$ cat src/rtl/aes_core_sequencer_pkg.sv
`default_nettype none
// ============================================================================
//  Module      : aes_core_sequencer_pkg
//  Description : Shared types and constants for the AES core sequencer:
//                sequencer state encoding, key-length codes, round counts.
//  Revision    : 1.0 - initial release
// ============================================================================
package aes_core_sequencer_pkg;

    // Sequencer states, explicitly encoded
    typedef enum logic [2:0] {
        IDLE   = 3'd0,
        KINIT  = 3'd1,
        KWAIT  = 3'd2,
        BSTART = 3'd3,
        BWAIT  = 3'd4
    } aes_seq_state_e;

    localparam logic AES_128_BIT_KEY    = 1'b0;
    localparam logic AES_256_BIT_KEY    = 1'b1;
    localparam int   AES_128_NUM_ROUNDS = 10;
    localparam int   AES_256_NUM_ROUNDS = 14;

endpackage : aes_core_sequencer_pkg
`default_nettype wire

$ cat src/rtl/aes_core_sequencer_watchdog.sv
`default_nettype none
// ============================================================================
//  Module      : aes_core_sequencer_watchdog
//  Description : Per-step watchdog. Cleared on entry to a wait state, counts
//                once per cycle while enabled, flags expiry on the last
//                allowed cycle and flags the first (guard) cycle.
//  Revision    : 1.0 - initial release
// ============================================================================
module aes_core_sequencer_watchdog #(
    parameter int TIMEOUT_CYCLES = 64
) (
    input  logic clk,
    input  logic rst,
    input  logic i_clear,
    input  logic i_enable,
    output logic o_expired,
    output logic o_first
);

    localparam int                 c_cnt_w = $clog2(TIMEOUT_CYCLES);
    localparam logic [c_cnt_w-1:0] c_last  = c_cnt_w'(TIMEOUT_CYCLES - 1);

    logic [c_cnt_w-1:0] r_count;

    // Count wait cycles; saturate at the last value so expiry stays asserted
    always_ff @(posedge clk) begin
        if (rst || i_clear) begin
            r_count <= '0;
        end else if (i_enable && (r_count != c_last)) begin
            r_count <= r_count + 1'b1;
        end
    end

    assign o_expired = (r_count == c_last);
    assign o_first   = (r_count == '0);

endmodule : aes_core_sequencer_watchdog
`default_nettype wire

$ cat src/rtl/aes_core_sequencer.sv
`default_nettype none
// ============================================================================
//  Module      : aes_core_sequencer
//  Description : Top-level AES core sequencer. Accepts init/next commands,
//                drives key expansion and the encipher/decipher blocks,
//                arbitrates the shared S-box and aborts stuck steps.
//  Revision    : 1.0 - initial release
// ============================================================================
module aes_core_sequencer
    import aes_core_sequencer_pkg::*;
#(
    parameter int TIMEOUT_CYCLES = 64
) (
    input  logic        clk,
    input  logic        reset_n,
    input  logic        init_i,
    input  logic        next_i,
    input  logic        encdec_i,
    input  logic        keylen_i,
    output logic        ready_o,
    output logic        key_ready_o,
    output logic        result_valid_o,
    output logic        err_o,
    output logic        kx_init_o,
    output logic        kx_keylen_o,
    input  logic        kx_ready_i,
    output logic [3:0]  kx_round_o,
    input  logic [31:0] kx_sboxw_i,
    output logic        enc_next_o,
    input  logic        enc_ready_i,
    input  logic [3:0]  enc_round_i,
    input  logic [31:0] enc_sboxw_i,
    output logic        dec_next_o,
    input  logic        dec_ready_i,
    input  logic [3:0]  dec_round_i,
    output logic [31:0] sboxw_o
);

    aes_seq_state_e r_state;
    logic           r_key_ready;
    logic           r_result_valid;
    logic           r_err;
    logic           r_kx_init;
    logic           r_kx_keylen;
    logic           r_enc_next;
    logic           r_dec_next;
    logic           r_encdec;

    logic w_rst;
    logic w_wd_clear;
    logic w_wd_enable;
    logic w_wd_expired;
    logic w_wd_first;
    logic w_blk_ready;
    logic w_cmd;

    assign w_rst       = ~reset_n;
    // Clearing in the one-cycle launch states guarantees a zero count on wait entry
    assign w_wd_clear  = (r_state == KINIT) || (r_state == BSTART);
    assign w_wd_enable = (r_state == KWAIT) || (r_state == BWAIT);
    assign w_blk_ready = r_encdec ? enc_ready_i : dec_ready_i;
    assign w_cmd       = init_i | next_i;

    aes_core_sequencer_watchdog #(
        .TIMEOUT_CYCLES (TIMEOUT_CYCLES)
    ) u_watchdog (
        .clk       (clk),
        .rst       (w_rst),
        .i_clear   (w_wd_clear),
        .i_enable  (w_wd_enable),
        .o_expired (w_wd_expired),
        .o_first   (w_wd_first)
    );

    // Sequencer FSM with registered command/status outputs
    always_ff @(posedge clk) begin
        if (!reset_n) begin
            r_state        <= IDLE;
            r_key_ready    <= 1'b0;
            r_result_valid <= 1'b0;
            r_err          <= 1'b0;
            r_kx_init      <= 1'b0;
            r_kx_keylen    <= AES_128_BIT_KEY;
            r_enc_next     <= 1'b0;
            r_dec_next     <= 1'b0;
            r_encdec       <= 1'b1;
        end else begin
            r_err      <= 1'b0;
            r_kx_init  <= 1'b0;
            r_enc_next <= 1'b0;
            r_dec_next <= 1'b0;
            case (r_state)
                IDLE: begin
                    if (init_i) begin
                        // init wins over a simultaneous next, which is reported
                        r_state        <= KINIT;
                        r_kx_keylen    <= keylen_i;
                        r_key_ready    <= 1'b0;
                        r_result_valid <= 1'b0;
                        r_kx_init      <= 1'b1;
                        r_err          <= next_i;
                    end else if (next_i) begin
                        if (r_key_ready) begin
                            r_state        <= BSTART;
                            r_encdec       <= encdec_i;
                            r_result_valid <= 1'b0;
                            r_enc_next     <= encdec_i;
                            r_dec_next     <= ~encdec_i;
                        end else begin
                            r_err <= 1'b1;
                        end
                    end
                end
                KINIT: begin
                    r_state <= KWAIT;
                    r_err   <= w_cmd;
                end
                BSTART: begin
                    r_state <= BWAIT;
                    r_err   <= w_cmd;
                end
                KWAIT: begin
                    // Sub-block ready is stale during the first wait cycle
                    if (!w_wd_first && kx_ready_i) begin
                        r_state     <= IDLE;
                        r_key_ready <= 1'b1;
                        r_err       <= w_cmd;
                    end else if (w_wd_expired) begin
                        r_state     <= IDLE;
                        r_key_ready <= 1'b0;
                        r_err       <= 1'b1;
                    end else begin
                        r_err <= w_cmd;
                    end
                end
                BWAIT: begin
                    if (!w_wd_first && w_blk_ready) begin
                        r_state        <= IDLE;
                        r_result_valid <= 1'b1;
                        r_err          <= w_cmd;
                    end else if (w_wd_expired) begin
                        r_state        <= IDLE;
                        r_result_valid <= 1'b0;
                        r_err          <= 1'b1;
                    end else begin
                        r_err <= w_cmd;
                    end
                end
                default: begin
                    r_state <= IDLE;
                end
            endcase
        end
    end

    // Shared S-box: key expansion owns it only during the key phase
    always_comb begin
        sboxw_o = enc_sboxw_i;
        if ((r_state == KINIT) || (r_state == KWAIT)) begin
            sboxw_o = kx_sboxw_i;
        end
    end

    assign kx_round_o     = r_encdec ? enc_round_i : dec_round_i;
    assign ready_o        = (r_state == IDLE);
    assign key_ready_o    = r_key_ready;
    assign result_valid_o = r_result_valid;
    assign err_o          = r_err;
    assign kx_init_o      = r_kx_init;
    assign kx_keylen_o    = r_kx_keylen;
    assign enc_next_o     = r_enc_next;
    assign dec_next_o     = r_dec_next;

endmodule : aes_core_sequencer
`default_nettype wire

$ cat config.mk
export PLATFORM = sky130hd
export DESIGN_NAME = aes_core_sequencer
export DESIGN_NICKNAME = d
export VERILOG_FILES = /design/src/rtl/aes_core_sequencer_pkg.sv /design/src/rtl/aes_core_sequencer_watchdog.sv /design/src/rtl/aes_core_sequencer.sv
export SDC_FILE = /design/constraint.sdc
export NUM_CORES = 1
export LEC_CHECK = 0
export BUFFER_PORTS_ARGS = -buffer_cell sky130_fd_sc_hd__buf_2
export CAP_MARGIN = 15
export CORE_UTILIZATION = 38
export CTS_BUF_LIST = sky130_fd_sc_hd__clkbuf_8
export DETAILED_ROUTE_END_ITERATION = 10
export GPL_TIMING_DRIVEN = 0
export PLACE_DENSITY = 0.82
export SLEW_MARGIN = 20
export SYNTH_ARGS = -nofsm -noshare
export SYNTH_HDL_FRONTEND = slang
export SYNTH_SLANG_ARGS = --single-unit
export TNS_END_PERCENT = 100
$ cat constraint.sdc
create_clock -name clk -period 1.8 [get_ports clk]
set_input_delay 0.09 -clock clk [delete_from_list [all_inputs] [get_ports clk]]
set_output_delay 0.09 -clock clk [all_outputs]
set_load 0.05 [all_outputs]
# == Word-level counts from Yosys, hierarchy flattened ==
# Index checks and enable logic that the tools add are counted.
# word_totals
wordCells,76
reg_bits,17
in_bits,81
out_inout_bits,44
# classes
eq_ne,11
n_bitwise,7
n_reduce_logical,20
muxes,27
add_sub_neg,1
# op_table
operator,n
32-bit two-way mux,1
3-bit two-way mux,6
1-bit two-way mux,15
3-bit one-hot mux with 5 select lines,1
4-bit AND reduction,2
"6-bit by 1-bit adder with 6-bit output, second input constant",1
"3-bit by 2-bit equality test with 1-bit output, second input constant",2
"6-bit equality test, second input constant",1
6-bit logical NOT,1
"3-bit by 1-bit != test with 1-bit output, second input constant",2
"6-bit != test, second input constant",1
1-bit NOT,6
2-bit AND reduction,3
5-bit OR reduction,1
1-bit logical OR,4
4-bit two-way mux,1
1-bit one-hot mux with 2 select lines,2
1-bit one-hot mux with 4 select lines,1
2-bit nonzero test,2
"3-bit by 1-bit equality test with 1-bit output, second input constant",1
"3-bit equality test, second input constant",1
1-bit logical AND,3
3-bit logical NOT,1
"3-bit by 2-bit != test with 1-bit output, second input constant",1
other kinds (6),6

# == Depth between registers and ports, before layout ==
# depth
depth_word,5
mapped_depth,6
mapped_depth_nobuf,6

# == Hierarchy ==
# A second synthesis with hierarchy kept.
# unflattened
hier_cells,144
hier_area_um2,1380.1
# by_module_without_submodules
module,seq_area_each_um2,instances,cells_each,area_each_um2
aes_core_sequencer,220.2,1,105,1034.7
aes_core_sequencer_watchdog,120.1,1,39,345.3

# == Least setup slack after synthesis ==
# Ideal clock, no wire load.
# synth_path
kind,reg-to-reg
startpoint,reg r_state[1]
endpoint,reg r_encdec
setup_slack_ns,0.121
synth_period_minus_slack_ns,1.679
path_buffers,1
setup_ns,0.117
stages_incl_launch_ff,7
arrival_ns,1.561
t_required_ns,1.683
path_cell_list,dfxtp_1 buf_6 or3_4 inv_2 and4b_1 mux2i_1 nand2_1
# synth_via
elab_chain_len,2
# synth_rtl
item,line_no,rtl
start: declaration,aes_core_sequencer.sv:39,aes_seq_state_e r_state;
start signal: assignment,aes_core_sequencer.sv:78,r_state <= IDLE;
start signal: assignment,aes_core_sequencer.sv:96,r_state <= KINIT;
start signal: assignment,aes_core_sequencer.sv:104,r_state <= BSTART;
3-bit logical NOT,-,
named net ready_o,aes_core_sequencer.sv:20,"output logic ready_o,"
4-bit AND reduction (no source line),-,
end signal: assignment,aes_core_sequencer.sv:105,r_encdec <= encdec_i;
end: declaration,aes_core_sequencer.sv:47,logic r_encdec;
# The timed path passes the listed nets, and every way through them passes these cells.
# A chain may end at the register's enable or synchronous reset.

# == Worst setup path in the final report ==
# layout_path
startpoint,reg u_watchdog.r_count[1]
endpoint,reg r_err (netlist: err_o)
# layout_via
elab_chain_len,5
elab_cells_between_ends,9
cone_classes,eq/ne: 1; mux: 4; reduce/logical: 4
# layout_rtl
item,line_no,rtl
start: declaration,aes_core_sequencer_watchdog.sv:23,logic [c_cnt_w-1:0] r_count;
start signal: assignment,aes_core_sequencer_watchdog.sv:30,r_count <= r_count + 1'b1;
6-bit logical NOT,aes_core_sequencer_watchdog.sv:35,assign o_first = (r_count == '0);
1-bit logical NOT,"aes_core_sequencer.sv:124, aes_core_sequencer.sv:137",
1-bit logical AND (on tied branches),"aes_core_sequencer.sv:137, aes_core_sequencer.sv:124",
1-bit two-way mux (on tied branches),"aes_core_sequencer.sv:137, aes_core_sequencer.sv:124",
1-bit one-hot mux with 4 select lines (*),aes_core_sequencer.sv:92,case (r_state)
end signal: assignment,aes_core_sequencer.sv:101,r_err <= next_i;
end signal: assignment,aes_core_sequencer.sv:127,r_err <= w_cmd;
end signal: assignment,aes_core_sequencer.sv:140,r_err <= w_cmd;
end: declaration,aes_core_sequencer.sv:42,logic r_err;
# Every way passes the cells marked *; elsewhere a longest branch is shown, timed or not.

==> run summary <==
vias per std cell -> 5.046
critical path, cell by cell -> ha_2 > nand3_2 > or2_4 > a2111o_1 > a31oi_1
final wirelength -> 5433 um
Tightest Hold Check Type -> input port to flip-flop
most common cell after layout, fill and taps aside -> buf_2
min Tclk post-route -> 1.736 ns
Design Area, Final -> 2641 um^2
ANT nets after route -> 0
Finished Layout Cells -> 323
P_leak -> 0.001321 uW
Synth Register Bits -> 17
die extent in y -> 60.91 um
reg2reg start -> u_watchdog.r_count[1]
worst stage delay on the critical path -> 0.39 ns
synth top area cells -> mux2_2 (32%), dfxtp_1 (26%), nand2_1 (3.7%)
Initial Utilization -> 0.3952
crit path from -> u_watchdog.r_count[1]
Synth area leader -> mux2_2
slowest CP cell -> dfxtp_1
clk_skew -> 0.005318 ns
Mapped Cells -> 143
Req. time, crit path -> 1.96 ns
post-synthesis sequential area ratio -> 0.2581
Hold Fails Final Rpt -> 0
grt ovf -> 0
Slew Viols, Final -> 0
hold path start -> encdec_i
CORE AREA -> 3337 um^2
wire per inst -> 16.82 um
Skew-Pair Late Insertion Delay -> 0.25 ns
syn_area_per_cell -> 9.222 um^2
I/O Pins -> 125
share of cells above drive strength 1 -> 0.6993
FMAX -> 0.5759 GHz
TritonCTS clock tree -> done
total global-route track usage -> 0.2369
Placed Cells -> 312
IO Port Bufs -> 123
met1 global-route usage -> 0.2555
post-synthesis cell type count -> 37
pwr/cell area -> 1180 nW/um^2
relative slew slack -> 0.7437
Worst Hold Slack -> 0.01623 ns
Final period util -> 0.9646
busiest layer in global routing -> met2
initial antenna violation count -> 0
syn_nets -> 226
number of iterations in the first detailed-routing pass -> 4
status -> finished, final reports clean
GR met2 Demand/Resource -> 0.4349
Inserted Clock Buffers -> 3
endpoints failing setup -> 0
via count -> 1630
Critical Path AT -> 1.90 ns
NumNets Final -> 360
first-pass GRT wire length -> 6320 um
placed cell area -> 1992 um^2
clock-pin slew on the worst setup and hold paths -> 0.07 ns
CTS Buffer Depth -> 2
setup TNS -> 0 ns
GR Layer Usage met3 -> 0.08955
RePlAce Congestion -> 0.7754
Main synth FF type -> dfxtp_1
die area -> 3710 um^2
Crit Path Class -> flip-flop to flip-flop
largest fanout on the critical path -> 5
area grow syn2layout -> 100.3%
Post-route DRC -> 0
Synth Warn # -> 0
most frequent cells in the layout -> buf_2 (92), buf_8 (36), mux2_4 (32)
Yosys top cell area share -> 0.3159
CP Capture Type -> flip-flop
Worst Tran Pin Value -> 0.3836 ns
H-tree depth -> 1
Max-Cap Viols -> 0
number of synthesized flops with an enable pin -> 0
Filler cells -> 217
startpoint types -> flip-flop
DP HPWL -> 3041 um
drt initial violations -> 83
Die Span X -> 60.91 um
Mapped Area -> 1319 um^2
Post-synth ARST share -> 0
FP Rows -> 21
CTS root buffer -> clkbuf_8
largest net degree at the start of global routing -> 11
Clock Sinks -> 17
vias in the first global route -> 1383
VDD IR max -> 816.0 uV
## registers in the layout, summed over array words and instances (netlist names)
| name | cells |
|---|---|
| kx_init_o | 1 |
| result_valid_o | 1 |
| dec_next_o | 1 |
| kx_keylen_o | 1 |
| u_watchdog.r_count | 6 |
| enc_next_o | 1 |
| err_o | 1 |
| key_ready_o | 1 |
| r_state | 3 |
| r_encdec | 1 |
## layer usage
| layer | vias to the layer above | share of wire |
|---|---|---|
| li1 | 775 | - |
| met1 | 771 | 0.36 |
| met2 | 74 | 0.56 |
| met3 | 10 | 0.067 |
| met4 | 0 | 0.015 |
| met5 | - | 0 |
## through the flow
stage	setup slack, ns	power, uW	utilization
after global placement	-0.03973	1923	0.5969
after CTS	-0.01386	2695	0.7087
final	0.06365	3117	0.7915
after detailed placement	-0.03840	1937	0.5969
after global routing	-0.002087	3236	0.7908
after floorplan	0.1214	1623	-
## critical path: cells and delay by family, from the launching register on
| kind | cells | cell delay [ns] |
|---|---|---|
| compound gates | 2 | 0.59 |
| simple gates | 2 | 0.45 |
| flops | 1 | 0.39 |
| fa+ha+maj | 1 | 0.22 |
## area by class of cell
cell class / instances / area [um^2] / share of cell area
well taps: 46 / 57.56 / 0.02179
plain buffers: 6 / 62.56 / 0.02369
clock buffers: 3 / 41.29 / 0.01563
clock inverters: 1 / 5.005 / 0.001895
repair buffers: 131 / 1049 / 0.3970
diodes: 1 / 2.502 / 0.0009474
multi-input cells: 113 / 1060 / 0.4012
flip-flops and latches: 17 / 345.3 / 0.1307
inverters: 5 / 18.77 / 0.007106
## power breakdown
part	switching [uW]	leakage (uW)	internal (uW)	total, uW
combinational	1260	0.00116	1140	2400
clock	139	0.0000255	154	293
sequential	23.3	0.000139	401	424
## synthesized netlist by cell type (2+ instances only)
cell type  count
a21oi_1        7
a31oi_1        2
and3_1         2
buf_2          4
buf_6          2
dfxtp_1       17
ha_1           2
inv_1          4
mux2_2        37
mux2i_1        2
nand2_1       13
nand3_1        4
nor2_1        10
nor3_1         2
nor3b_1        2
o21ai_0        8
or2_2          3
or4_1          2
xnor2_1        2
## kinds of logic after synthesis
logic type	Yosys count	synth area share
muxes	39	0.3311
adders and majority gates	2	0.01897
AOI/OAI and AO/OA	23	0.1148
xor gates and xnor gates	3	0.03416
buffers and inverters	13	0.05597
and+or+nand+nor	46	0.1869
DFF	17	0.2581
## final timing paths
check	to	slack (ns)	depth (start not counted)
max	err_o	0.06	5
min	dec_next_o	0.02	2
max reg2reg	err_o	0.06	5
min reg2reg	kx_keylen_o	0.49	2
## timing repair
action,CTS,global route
pin swaps,1,1
hold buffers,0,0
gates cloned,2,1
setup endpoints to repair,32,35
gates resized for setup,87,68
buffers inserted,4,1
(Power assumes the default switching activity.)
